## config.mk

```make
export PLATFORM = sky130hd
export DESIGN_NAME = branch_hazard_ctrl
export DESIGN_NICKNAME = d
export VERILOG_FILES = /design/src/rtl/branch_hazard_ctrl_pkg.sv /design/src/rtl/branch_hazard_ctrl_fwd_sel.sv /design/src/rtl/branch_hazard_ctrl.sv
export SDC_FILE = /design/constraint.sdc
export NUM_CORES = 1
export LEC_CHECK = 0
export ABC_AREA = 1
export CORE_MARGIN = 8
export CORE_UTILIZATION = 50
export CTS_CLUSTER_DIAMETER = 50
export DETAILED_ROUTE_END_ITERATION = 12
export GPL_ROUTABILITY_DRIVEN = 0
export PLACE_DENSITY = 0.86
export SLEW_MARGIN = 0
export SYNTH_ARGS = -nofsm -noshare
export SYNTH_HDL_FRONTEND = slang
export SYNTH_HIERARCHICAL = 1
export SYNTH_SLANG_ARGS = --single-unit
```

## constraint.sdc

```tcl
create_clock -name clock -period 3 [get_ports clock]
set_clock_uncertainty 0.15 [all_clocks]
set_input_delay 0.6 -clock clock [delete_from_list [all_inputs] [get_ports clock]]
set_output_delay 0.6 -clock clock [all_outputs]
set_load 0.1 [all_outputs]
```

## src/rtl/branch_hazard_ctrl_pkg.sv

```systemverilog
// Shared types and constants for the ID-stage branch hazard controller.
package branch_hazard_ctrl_pkg;

  // Sequencer states.
  typedef enum logic [1:0] {
    RUN       = 2'd0,
    LOAD_WAIT = 2'd1,
    MEM_WAIT  = 2'd2
  } state_e;

  // Comparator operand source selects.
  localparam logic [1:0] FWD_REG = 2'b00;
  localparam logic [1:0] FWD_EX  = 2'b01;
  localparam logic [1:0] FWD_MEM = 2'b10;
  localparam logic [1:0] FWD_WB  = 2'b11;

  // MEM_WAIT run-length counter width; saturates at all-ones (255).
  localparam int unsigned WAIT_W = 8;

  // Saturating increment for the MEM_WAIT counter.
  function automatic logic [WAIT_W-1:0] wait_inc(input logic [WAIT_W-1:0] v);
    return (v == '1) ? v : v + WAIT_W'(1);
  endfunction

endpackage

```

## src/rtl/branch_hazard_ctrl_fwd_sel.sv

```systemverilog
// Priority forwarding selector for one comparator operand (EX > MEM > WB > regfile).
module branch_hazard_ctrl_fwd_sel
  import branch_hazard_ctrl_pkg::*;
(
  input  logic       use_src,
  input  logic [4:0] src,
  input  logic       ex_rw,
  input  logic [4:0] ex_wreg,
  input  logic       mem_rw,
  input  logic [4:0] mem_wreg,
  input  logic       wb_rw,
  input  logic [4:0] wb_wreg,
  output logic [1:0] sel_c,
  output logic       ex_hit_c,
  output logic       mem_hit_c
);

  logic live;
  logic wb_hit;

  // Register 0 and unused operands never match any stage.
  assign live      = use_src && (src != 5'd0);
  assign ex_hit_c  = live && ex_rw  && (ex_wreg  == src);
  assign mem_hit_c = live && mem_rw && (mem_wreg == src);
  assign wb_hit    = live && wb_rw  && (wb_wreg  == src);

  // Youngest producing stage wins.
  always_comb begin
    sel_c = FWD_REG;
    if (ex_hit_c)       sel_c = FWD_EX;
    else if (mem_hit_c) sel_c = FWD_MEM;
    else if (wb_hit)    sel_c = FWD_WB;
  end

endmodule

```

## src/rtl/branch_hazard_ctrl.sv

```systemverilog
// ID-stage branch/jr comparator sequencer: operand forwarding selects, front-end
// stall on load-use or slow memory, MEM_WAIT timeout flag.
// Optional BRANCH_HAZARD_PERF_EN adds a saturating stall-cycle counter (stall_cnt).
module branch_hazard_ctrl
  import branch_hazard_ctrl_pkg::*;
#(
  parameter int unsigned MAX_MEM_WAIT = 15,
  parameter int unsigned CNT_W        = 16
) (
  input  logic             clock,
  input  logic             reset,
  input  logic [4:0]       ID_rs,
  input  logic [4:0]       ID_rt,
  input  logic             ID_useRs,
  input  logic             ID_useRt,
  input  logic             EX_regWrite,
  input  logic             EX_memRead,
  input  logic [4:0]       EX_wreg,
  input  logic             MEM_regWrite,
  input  logic             MEM_memRead,
  input  logic [4:0]       MEM_wreg,
  input  logic             mem_ready,
  input  logic             WB_regWrite,
  input  logic [4:0]       WB_wreg,
  output logic [1:0]       ALUSrcC,
  output logic [1:0]       ALUSrcD,
  output logic             PCWrite,
  output logic             IFID_write,
  output logic             IDEX_bubble,
`ifdef BRANCH_HAZARD_PERF_EN
  output logic [CNT_W-1:0] stall_cnt,
`endif
  output logic             timeout_err
);

  logic rs_ex_hit, rs_mem_hit, rt_ex_hit, rt_mem_hit;
  logic haz_ex, haz_mem, stall;

  state_e            state_q, state_d;
  logic [WAIT_W-1:0] wait_cnt_q, wait_cnt_d;

  branch_hazard_ctrl_fwd_sel u_fwd_rs (
    .use_src   (ID_useRs),
    .src       (ID_rs),
    .ex_rw     (EX_regWrite),
    .ex_wreg   (EX_wreg),
    .mem_rw    (MEM_regWrite),
    .mem_wreg  (MEM_wreg),
    .wb_rw     (WB_regWrite),
    .wb_wreg   (WB_wreg),
    .sel_c     (ALUSrcC),
    .ex_hit_c  (rs_ex_hit),
    .mem_hit_c (rs_mem_hit)
  );

  branch_hazard_ctrl_fwd_sel u_fwd_rt (
    .use_src   (ID_useRt),
    .src       (ID_rt),
    .ex_rw     (EX_regWrite),
    .ex_wreg   (EX_wreg),
    .mem_rw    (MEM_regWrite),
    .mem_wreg  (MEM_wreg),
    .wb_rw     (WB_regWrite),
    .wb_wreg   (WB_wreg),
    .sel_c     (ALUSrcD),
    .ex_hit_c  (rt_ex_hit),
    .mem_hit_c (rt_mem_hit)
  );

  // Hazard detection; a MEM match only matters when EX does not shadow it.
  assign haz_ex  = EX_memRead && (rs_ex_hit || rt_ex_hit);
  assign haz_mem = MEM_memRead && !mem_ready &&
                   ((rs_mem_hit && !rs_ex_hit) || (rt_mem_hit && !rt_ex_hit));
  assign stall   = haz_ex || haz_mem;

  // Front-end controls follow the hazard in the same cycle.
  assign PCWrite     = !stall;
  assign IFID_write  = !stall;
  assign IDEX_bubble = stall;

  // Next state and MEM_WAIT run length.
  always_comb begin
    state_d    = RUN;
    wait_cnt_d = '0;
    unique case (state_q)
      RUN, LOAD_WAIT: begin
        if (haz_ex)       state_d = LOAD_WAIT;
        else if (haz_mem) state_d = MEM_WAIT;
        else              state_d = RUN;
      end
      MEM_WAIT: state_d = haz_mem ? MEM_WAIT : RUN;
      default:  state_d = RUN;
    endcase
    if (state_d == MEM_WAIT) wait_cnt_d = wait_inc(wait_cnt_q);
  end

  // State, wait counter and sticky timeout flag.
  always_ff @(posedge clock) begin
    if (!reset) begin
      state_q     <= RUN;
      wait_cnt_q  <= '0;
      timeout_err <= 1'b0;
    end else begin
      state_q    <= state_d;
      wait_cnt_q <= wait_cnt_d;
      if (wait_cnt_d >= WAIT_W'(MAX_MEM_WAIT)) timeout_err <= 1'b1;
    end
  end

`ifdef BRANCH_HAZARD_PERF_EN
  // Saturating count of all stall cycles.
  always_ff @(posedge clock) begin
    if (!reset)                        stall_cnt <= '0;
    else if (stall && stall_cnt != '1) stall_cnt <= stall_cnt + CNT_W'(1);
  end
`endif

endmodule
```

# Word-level counts from Yosys, hierarchy flattened
# Cells that the tools add are included.
[classes] eq_ne=10 muxes=11 addsub=1 n_reduce_logical=30 n_lt_le_gt_ge=1
[op_table] cell="== test 5 bit" n=6
[op_table] cell="logical AND 1 bit" n=19
[op_table] cell="two-way mux 2 bit" n=8
[op_table] cell="two-way mux 8 bit" n=2
[op_table] cell="nonzero test 5 bit" n=2
[op_table] cell="adder 8 x 1 -> 8 bit (second input constant)" n=1
[op_table] cell="== test 8 bit (second input constant)" n=1
[op_table] cell=">= comparator 8 x 4 -> 1 bit (second input constant)" n=1
[op_table] cell="== test 2 bit (second input constant)" n=2
[op_table] cell="logical NOT 1 bit" n=4
[op_table] cell="case mux 2 bit (2 select lines)" n=1
[op_table] cell="logical OR 1 bit" n=3
[op_table] cell="== test 2 x 1 -> 1 bit (second input constant)" n=1
[op_table] cell="logical NOT 2 bit" n=1
[op_table] cell="OR reduction 2 bit" n=1
[totals] register_bits=11 output_inout_bits=8

# Depth between registers and ports, before layout
# Gate-level depths: netlist (run 1).
[logic_depth] depth_word=14 mapped_depth=16 depth_no_buf=16

# Hierarchy
# Netlist (run 1), hierarchy kept.
[by_module_without_submodules] mod="branch_hazard_ctrl" cells_each=103 instances=1 area_per_inst_um2=664.4
[by_module_without_submodules] mod="branch_hazard_ctrl_fwd_sel" cells_each=72 instances=2 area_per_inst_um2=331.6

# Worst setup path after synthesis (run 1)
# No wires, ideal clock.
[synth_path] path_type="input port to output port" start="input ID_rs[3]" end="output PCWrite" path_buffers=1 t_arrival_ps=3167 path_slack_ps=-917 required_time_ps=2250 cell_stages=12 path_cell_list="inv_1 nor2_1 nor2_2 nand3_2 nor2_4 inv_1 nand2_1 o21ai_2 nand2_1 nand2_1 inv_1 buf_4"
[synth_between] elab_chain_len=10 elab_cells_between_ends=16 cone_classes="eq/ne: 2; reduce/logical: 14"
[synth_rtl] element="start, declared" line="branch_hazard_ctrl.sv:12" text="input logic [4:0] ID_rs,"
[synth_rtl] element="nonzero test 5 bit" line="branch_hazard_ctrl_fwd_sel.sv:22" text="assign live = use_src && (src != 5'd0);"
[synth_rtl] element="logical AND 1 bit" line="branch_hazard_ctrl_fwd_sel.sv:22"
[synth_rtl] element="logical AND 1 bit" line="branch_hazard_ctrl_fwd_sel.sv:23" text="assign ex_hit_c = live && ex_rw && (ex_wreg == src);"
[synth_rtl] element="logical AND 1 bit *" line="branch_hazard_ctrl_fwd_sel.sv:23"
[synth_rtl] element="net rs_ex_hit" line="branch_hazard_ctrl.sv:36" text="logic rs_ex_hit, rs_mem_hit, rt_ex_hit, rt_mem_hit;"
[synth_rtl] element="logical NOT 1 bit" line="branch_hazard_ctrl.sv:73" text="((rs_mem_hit && !rs_ex_hit) || (rt_mem_hit && !rt_ex_hit));"
[synth_rtl] element="logical AND 1 bit" line="branch_hazard_ctrl.sv:73"
[synth_rtl] element="logical OR 1 bit" line="branch_hazard_ctrl.sv:73"
[synth_rtl] element="logical AND 1 bit" line="branch_hazard_ctrl.sv:72" text="assign haz_mem = MEM_memRead && !mem_ready &&"
[synth_rtl] element="logical OR 1 bit *" line="branch_hazard_ctrl.sv:74" text="assign stall = haz_ex || haz_mem;"
[synth_rtl] element="net IDEX_bubble" line="branch_hazard_ctrl.sv:29" text="output logic IDEX_bubble,"
[synth_rtl] element="logical NOT 1 bit *"
[synth_rtl] element="end, declared" line="branch_hazard_ctrl.sv:27" text="output logic PCWrite,"
# Mark *: on every way through the listed nets, which the timed path passes. The rest lies on a longest branch.

# Worst setup path in the final report (run 1)
[layout_path] start="input EX_regWrite" end="output IDEX_bubble"
[layout_between] elab_chain_len=7 elab_cells_between_ends=13 cone_classes="reduce/logical: 13"
[layout_rtl] element="start, declared" line="branch_hazard_ctrl.sv:16" text="input logic EX_regWrite,"
[layout_rtl] element="logical AND 1 bit * (2 in series)" line="branch_hazard_ctrl_fwd_sel.sv:23"
[layout_rtl] element="net rs_ex_hit" line="branch_hazard_ctrl.sv:36"
[layout_rtl] element="logical NOT 1 bit" line="branch_hazard_ctrl.sv:73"
[layout_rtl] element="logical AND 1 bit" line="branch_hazard_ctrl.sv:73"
[layout_rtl] element="logical OR 1 bit" line="branch_hazard_ctrl.sv:73"
[layout_rtl] element="logical AND 1 bit" line="branch_hazard_ctrl.sv:72"
[layout_rtl] element="logical OR 1 bit *" line="branch_hazard_ctrl.sv:74"
[layout_rtl] element="end, declared" line="branch_hazard_ctrl.sv:29"
# Marks and branches as above.

==> qor.csv, run 1 <==
metric,value,unit
async_reset_ff_share,0,%
setup_violations,0,
post-place-ws,-0.131,ns
overflow,0,
worstHoldPathType,reg2reg,
holdPathStages,1,
die_w,67.5,um
core_area,2500,um2
synth_warnings,6,
row_count,18,
reg2reg_depth,11,
antenna_found_initial,0,
routed_wl,3890,um
synthFlopType,dfxtp_1,
startpoint_type,input pin,
criticalPathCategory,in2out,
insertion_delay,0.27,ns
synth_nets,283,
nets,347,
relSlewSlack,82.0,%
yosys.area.top_type_share,23.8,%
cap_violations,0,
drive_gt1_share,23.9,%
synth_commonest_cells,"84 x nand2_1, 37 x inv_1, 36 x nor2_1",
regToRegStartpoint,wait_cnt_q[0]$_SDFF_PN0_,
finalCritPeriodShare,99.8,%
clock_sink_count,11,
syn-instance-count,247,
area_growth,53.5,%
grt.total_usage,16.6,%
design_area,2040,um2
cts_tree,built,
ant_nets,0,
dieArea,4560,um2
yosys.area.top_type,nand2_1,
timing.rr.end,timeout_err$_SDFFE_PN0P_,
cp.arrival,2.24,ns
avgSynthCellArea,5.37,um2
grt_max_degree,11,
die_h,67.5,um
rrSetupSlack,1.43,ns
wl_per_cell,11.5,um
cp-end-kind,primary output,
num_vias,1663,
crit_required,2.25,ns
dpl.hpwl,3150,um
fin_crit,2.99,ns
maxSlewViolCount,0,
fill_cells,184,
p_leak,0.00112,uW
syn-cell-area,1330,um2
diodes,0,
drc,0,
drt_iter0_drc,47,
via_per_inst,4.89,
clockBufferDepth,2,
tightest_slew,0.268,ns
dpl-instance-area,1980,um2
io_pins,43,
path_clk_slew,0.08,ns
vdd_drop_max,0.000201,V
path_max_fanout,3,
io_buffers,42,
status,"finished, final reports clean",
fin_util,81.5,%
synth_cell_types,26,
start_util,53.1,%
synthMostInstantiatedCell,nand2_1,
setup_slack,0.00666,ns
multiInputGateArea,951,um2
clock.fmax,0.334,GHz
seq_area,220,um2
ys_seq_area_share,16.6,%
drt-pass1-iter-count,4,
root_buffer,clkbuf_4,
tns,0,ns
cts_buffers,3,
grt_pass1_wl,6150,um
synth_edf_count,0,
power_density,204,nW/um2
first_global_vias,1592,
synthTopCellsByArea,"nand2_1 24%, dfxtp_1 17%, inv_1 10%, nor2_1 10%, nand3_1 6.8%",
holdPathEnd,state_q[0]$_SDFF_PN0_,
hp-start,state_q[1]$_SDFF_PN0_,
htree_levels,1,
timing.final.hold_violations,0,
ys_ff_latch,11,
cell type report:
class,count,share of cell area [%]
flip-flops and latches,11,10.8
multi-input cells,187,46.7
clock buffers,4,1.29
repair buffers,60,30.3
inverters,48,9.15
well taps,30,1.84
kinds of logic (layout without fill, tap and decap cells):
logic type / count (synthesis) / after routing / synth area share, %
compound gates: 16 / 16 / 8.01
fa+ha+maj: 1 / 1 / 0.942
flops: 11 / 11 / 16.6
buf+inv: 49 / 112 / 14.3
simple gates: 162 / 162 / 54.9
xor+xnor: 8 / 8 / 5.28
critical path, stage by stage:
cell             delay, ns
clkdlybuf4s50_1       0.50
nand2_1               0.09
nor2_2                0.13
nand3_2               0.10
nor2_4                0.14
inv_1                 0.06
nand2_1               0.10
o21ai_4               0.08
nand2_2               0.09
nand2_4               0.06
buf_4                 0.15
buf_12                0.16
report_power, final:
part,total [uW],internal [uW],switching [uW]
Clock,103,51.5,51.1
Sequential,146,146,0.114
Combinational,167,77.2,90.1
through the flow:
step	power [uW]	instances	hold WS (ns)
2_1_floorplan	228	247	0.296
3_3_place_gp	315	334	0.307
3_5_place_dp	318	334	0.304
4_1_cts	414	339	0.317
5_1_grt	436	340	0.352
6_report	416	340	0.318
registers in the layout, indices dropped and copies added, names as in the netlist:
signal	cells
timeout_err	1
wait_cnt_q	8
state_q	2
metal layers:
metal  vias to the layer above  part of all wire (%)  track usage [%]  routed length, um
met3                         8                   5.9             2.48                230
met2                        54                    54             31.1               2080
li1                        874                     -                -                  -
met1                       727                    39             17.9               1530
met4                         0                   1.2             6.79                 48
met5                         -                     0                0                  0
timing repair:
action,CTS,global route
hold buffers,0,0
setup buffers,1,1
setup endpoints to repair,4,5
cloned,0,0
pin swaps,4,3
resized for setup,18,18
worst max path at each step:
| stage | start | cells after the start | slack (ns) | to |
|---|---|---|---|---|
| 6_report | EX_regWrite | 12 | 0.007 | IDEX_bubble |
| 4_1_cts | EX_wreg[2] | 13 | 0.002 | IDEX_bubble |
| 2_1_floorplan | ID_rt[3] | 7 | -0.28 | ALUSrcD[1] |
| 3_3_place_gp | ID_rt[1] | 15 | -0.08 | PCWrite |
| 5_1_grt | EX_regWrite | 12 | -0.07 | IDEX_bubble |
| 3_5_place_dp | ID_rt[1] | 15 | -0.13 | PCWrite |
layout by cell type, fill, tap and decap left out, types with 3 or more instances in the layout:
master            n
nor2_1           34
nor2_2            8
dfxtp_1          11
nand3_1          18
clkdlybuf4s50_1  13
o21ai_2           3
dlymetal6s2s_1    7
clkbuf_4          3
nor2_4            5
nand3_2           3
inv_2            11
buf_4            19
xor2_1            8
nor3_1            3
nand2_2           4
buf_12            7
nand2_1          82
o21ai_0           3
dlygate4sd2_1    11
inv_1            34
Note: power is estimated with default switching activity, not from simulation.
==> run 2, diff against run 1 <==
--- a/config.mk
+++ b/config.mk
@@ -8,7 +8,7 @@
 export ABC_AREA = 1
 export CORE_MARGIN = 8
 export CORE_UTILIZATION = 50
-export CTS_CLUSTER_DIAMETER = 50
+export CTS_CLUSTER_DIAMETER = 200
 export DETAILED_ROUTE_END_ITERATION = 12
 export GPL_ROUTABILITY_DRIVEN = 0
 export PLACE_DENSITY = 0.86
==> constraint.sdc (replaced) <==
create_clock -name clock -period 3.8 [get_ports clock]
set_clock_uncertainty 0.15 [all_clocks]
set_input_delay 0.76 -clock clock [delete_from_list [all_inputs] [get_ports clock]]
set_output_delay 0.76 -clock clock [all_outputs]
set_load 0.1 [all_outputs]
==> run 2 against run 1 <==
- combinational power down 26%
- clock-buffer cell count unchanged
- sequential cell count is the same
- sequential share of layout area rose by 0.87 points
- setup slack better by 0.27 ns
- global-route usage fell by 0.073 points
- wire length shrank 9.5%
- hold slack better by 0.023 ns
- highest routed layer unchanged
==> qor.csv, run 2 (synthesized netlist as in run 1, its figures left out) <==
metric,value,unit
row_count,18,
clock.fmax,0.284,GHz
p_total,321,uW
nets,329,
io_buffers,42,
drive_gt1_share,15.4,%
grt.total_usage,16.5,%
root_buffer,clkbuf_4,
comb_power_share,38.8,%
p_int,215,uW
dieArea,4560,um2
clock_sink_count,11,
clockBufferDepth,2,
vdd_drop_max,0.000150,V
wl_per_cell,10.9,um
criticalPathCategory,in2out,
cts_tree,built,
start_util,53.1,%
post-cts-setup-buffer-count,0,
via_per_inst,4.89,
cts_buffers,3,
io_pins,43,
seqPwrFrac,36.0,%
reg.largest.list,"wait_cnt_q (8), state_q (2), timeout_err (1)",
insertion_delay,0.27,ns
drc,0,
power.switching,106,uW
grt_setup_unrepaired,false,
holdBufCountCts,0,
die_h,67.5,um
use_met1,17.6,%
tns,0,ns
tightest_slew,0.961,ns
grt_max_degree,11,
startpoint_type,input pin,
cp-end-kind,primary output,
status,"finished, final reports clean",
core_area,2500,um2
final_common_cell,nand2_1,
timing.final.hold_violations,0,
area_growth,42.0,%
finalCritPeriodShare,92.7,%
fill_cells,217,
drt_iter0_drc,58,
drt-pass1-iter-count,4,
top_usage_layer,met2,
cp.arrival,2.61,ns
path_max_fanout,6,
relSlewSlack,35.7,%
path_clk_slew,0.07,ns
grt_pass1_wl,6110,um
num_vias,1573,
power_density,170,nW/um2
worstHoldPathType,reg2reg,
htree_levels,1,
setup_violations,0,
antenna_found_initial,0,
dpl.hpwl,3060,um
met2_usage,30.8,%
fin_crit,3.52,ns
pwr-share-clk,25.2,%
largest-register,wait_cnt_q,
die_w,67.5,um
overflow,0,
diodes,0,
p_leak,0.000950,uW
met3_usage,2.65,%
layout_common_cells,"83 x nand2_1, 36 x inv_1, 36 x nor2_1",
crit_required,2.89,ns
ant_nets,0,
maxSlewViolCount,0,
largest_reg_flops,8,
cap_violations,0,
ctsResizeCount,0,
routed_wl,3520,um
swShare,33.0,%
first_global_vias,1541,
[run 2: cell types whose count changed in the layout (fill, tap and decap cells not counted), moves of 7 or more]
cell / change
dlygate4sd2_1: -11
clkdlybuf4s50_1: +22
buf_4: -19
dlymetal6s2s_1: -7
[run 2: worst paths after layout]
check | start | slack [ns] | endpoint | cells after the start
worst max-delay path | ID_rt[3] | 0.28 | PCWrite | 13
worst min-delay path | state_q[1]$_SDFF_PN0_ | 0.34 | state_q[0]$_SDFF_PN0_ | 1
worst max register to register | wait_cnt_q[0]$_SDFF_PN0_ | 2.21 | timeout_err$_SDFFE_PN0P_ | 10
worst min register to register | state_q[1]$_SDFF_PN0_ | 0.34 | state_q[0]$_SDFF_PN0_ | 1
[run 2: power by group through the flow]
| stage | clock, uW | combinational [uW] | sequential (uW) |
|---|---|---|---|
| 2_1_floorplan | 0 | 61.4 | 118 |
| 3_3_place_gp | 0 | 123 | 118 |
| 3_5_place_dp | 0 | 124 | 118 |
| 4_1_cts | 81.8 | 124 | 115 |
| 5_1_grt | 85.4 | 136 | 115 |
| 6_report | 80.7 | 124 | 115 |
[run 2: worst max-delay path, cell delays in order]
cell and delay, ns:
clkdlybuf4s50_1 0.48, inv_1 0.10, a21boi_0 0.18, nand2_1 0.08, nor2_1 0.12, nand3_1 0.13, inv_1 0.09, inv_2 0.03
o21ai_2 0.13, nand2_1 0.11, nand2_4 0.10, clkinvlp_4 0.13, buf_12 0.18
[run 2: metal layers]
metal / part of all wire [%] / wire [um]
met5: 0 / 0
met4: 2.9 / 101
met2: 50 / 1770
met1: 42 / 1490
met3: 4.8 / 168
[run 2: final cells by class]
| class | count | area [um2] | area share (%) |
|---|---|---|---|
| clock buffers | 4 | 26.3 | 1.39 |
| inverters | 48 | 186 | 9.89 |
| multi-input cells | 187 | 925 | 49.0 |
| flip-flops and latches | 11 | 220 | 11.7 |
| well taps | 30 | 37.5 | 1.99 |
| repair buffers | 42 | 490 | 26.0 |
[run 2: stage by stage]
stage	instances	hold slack [ns]	setup slack (ns)	util (%)	cell area (um2)
finish	322	0.341	0.276	75.4	1890
global route	322	0.362	0.121	75.4	1890
CTS	322	0.343	0.275	75.4	1890
detailed placement	318	0.331	0.273	74.4	1860
global placement	318	0.313	0.324	74.4	1860
floorplan	247	0.296	0.171	-	1340
==> run 3, diff against run 2 <==
--- a/config.mk
+++ b/config.mk
@@ -7,11 +7,12 @@
 export LEC_CHECK = 0
 export ABC_AREA = 1
 export CORE_MARGIN = 8
-export CORE_UTILIZATION = 50
+export CORE_UTILIZATION = 52
+export CTS_BUF_LIST = sky130_fd_sc_hd__clkbuf_8
 export CTS_CLUSTER_DIAMETER = 200
 export DETAILED_ROUTE_END_ITERATION = 12
 export GPL_ROUTABILITY_DRIVEN = 0
-export PLACE_DENSITY = 0.86
+export PLACE_DENSITY = 0.89
 export SLEW_MARGIN = 0
 export SYNTH_ARGS = -nofsm -noshare
 export SYNTH_HDL_FRONTEND = slang
==> run 3 against run 2 <==
- setup slack lost 0.027 ns
- sequential power about the same
- wire length down 0.37%
- clock power grew 40%
- critical path type unchanged
- largest power group unchanged
==> qor.csv, run 3 (synthesized netlist as in run 1, its figures left out) <==
metric,value,unit
row_count,18,
drc,0,
antenna_found_initial,0,
comb_power_share,35.1,%
power_density,185,nW/um2
via_per_inst,4.80,
path_clk_slew,0.05,ns
root_buffer,clkbuf_8,
post-cts-setup-buffer-count,0,
path_max_fanout,4,
grt_max_degree,11,
rrSetupSlack,2.21,ns
io_pins,43,
cap_violations,0,
tightest_slew,0.965,ns
die_w,66.5,um
htree_levels,1,
grt_pass1_wl,6100,um
met3_usage,1.17,%
fill_cells,203,
cts_buffers,3,
maxSlewViolCount,0,
relSlewSlack,35.5,%
timing.final.hold_violations,0,
power.switching,108,uW
grt.total_usage,16.7,%
insertion_delay,0.24,ns
seqPwrFrac,32.8,%
regToRegStartpoint,wait_cnt_q[1]$_SDFF_PN0_,
drive_gt1_share,15.4,%
num_vias,1547,
clockBufferDepth,2,
largest_reg_flops,8,
reg2reg_depth,9,
dieArea,4430,um2
timing.rr.end,timeout_err$_SDFFE_PN0P_,
pwr-share-clk,32.1,%
cts_tree,built,
overflow,0,
holdPathEnd,state_q[0]$_SDFF_PN0_,
holdPathStages,1,
tns,0,ns
top_usage_layer,met2,
reg.largest.list,"wait_cnt_q (8), state_q (2), timeout_err (1)",
cp.arrival,2.64,ns
routed_wl,3510,um
fin_crit,3.55,ns
ant_nets,0,
dpl.hpwl,3050,um
area_growth,43.4,%
use_met1,18.0,%
swShare,30.5,%
start_util,54.1,%
ctsResizeCount,0,
hp-start,state_q[1]$_SDFF_PN0_,
finalCritPeriodShare,93.4,%
vdd_drop_max,0.000160,V
worstHoldPathType,reg2reg,
clock.fmax,0.282,GHz
p_leak,0.000962,uW
holdBufCountCts,0,
die_h,66.5,um
io_buffers,42,
diodes,0,
largest-register,wait_cnt_q,
grt_setup_unrepaired,false,
criticalPathCategory,in2out,
wl_per_cell,10.9,um
cp-end-kind,primary output,
layout_common_cells,"83 x nand2_1, 37 x inv_1, 36 x nor2_1",
hold-worst-slack,0.339,ns
startpoint_type,input pin,
status,"finished, final reports clean",
drt-pass1-iter-count,4,
clock_sink_count,11,
met2_usage,32.3,%
first_global_vias,1570,
setup_violations,0,
final_common_cell,nand2_1,
core_area,2450,um2
crit_required,2.89,ns
nets,329,
drt_iter0_drc,42,
p_int,245,uW
-- run 3: per-layer routing --
layer,wire length (um),share of wire [%],vias up
met2,1830,52,38
met1,1510,43,669
met5,0,0,-
li1,-,-,833
met3,105,3.0,7
met4,65,1.9,0
-- run 3: how the worst max path moves through the flow --
stage,startpoint,slack [ns],cells past startpoint,to
after global routing,ID_rt[1],0.07,15,PCWrite
after global placement,ID_rt[1],0.32,15,PCWrite
after floorplan,ID_rt[3],0.17,12,PCWrite
final,ID_rt[1],0.25,15,PCWrite
after CTS,ID_rt[1],0.29,15,PCWrite
after detailed placement,ID_rt[1],0.29,15,PCWrite
-- run 3: through the flow --
step | cells | util [%] | total power [uW] | area, um2 | setup slack (ns)
floorplan | 247 | - | 179 | 1340 | 0.171
detailed placement | 318 | 75.7 | 242 | 1860 | 0.290
finish | 322 | 77.6 | 353 | 1900 | 0.250
global route | 322 | 77.6 | 370 | 1900 | 0.0729
CTS | 322 | 77.6 | 353 | 1900 | 0.288
global placement | 318 | 75.7 | 240 | 1860 | 0.322
-- run 3: area by class of cell --
type | instances | area (um2) | share of cell area, %
clock buffer | 3 | 41.3 | 2.17
clock inverter | 1 | 3.75 | 0.197
inverter | 48 | 186 | 9.79
multi-input combinational | 187 | 925 | 48.6
sequential | 11 | 220 | 11.6
tap | 30 | 37.5 | 1.97
timing repair buffer | 42 | 490 | 25.8
-- run 3: power groups by stage --
| stage | sequential (uW) | clock [uW] | combinational (uW) |
|---|---|---|---|
| CTS | 116 | 113 | 124 |
| detailed placement | 118 | 0 | 124 |
| global route | 116 | 118 | 136 |
| finish | 116 | 113 | 124 |
| floorplan | 118 | 0 | 61.4 |
| global placement | 118 | 0 | 122 |
-- run 3: worst max-delay path, cell delays in order --
cell             delay [ns]
clkdlybuf4s50_1        0.55
inv_2                  0.08
nand2_1                0.06
nand2_1                0.05
inv_1                  0.04
nand2_1                0.04
nor2_1                 0.13
nand3_1                0.14
inv_1                  0.09
inv_2                  0.04
o21ai_2                0.14
nand2_1                0.11
nand2_4                0.10
clkinvlp_4             0.13
buf_12                 0.18
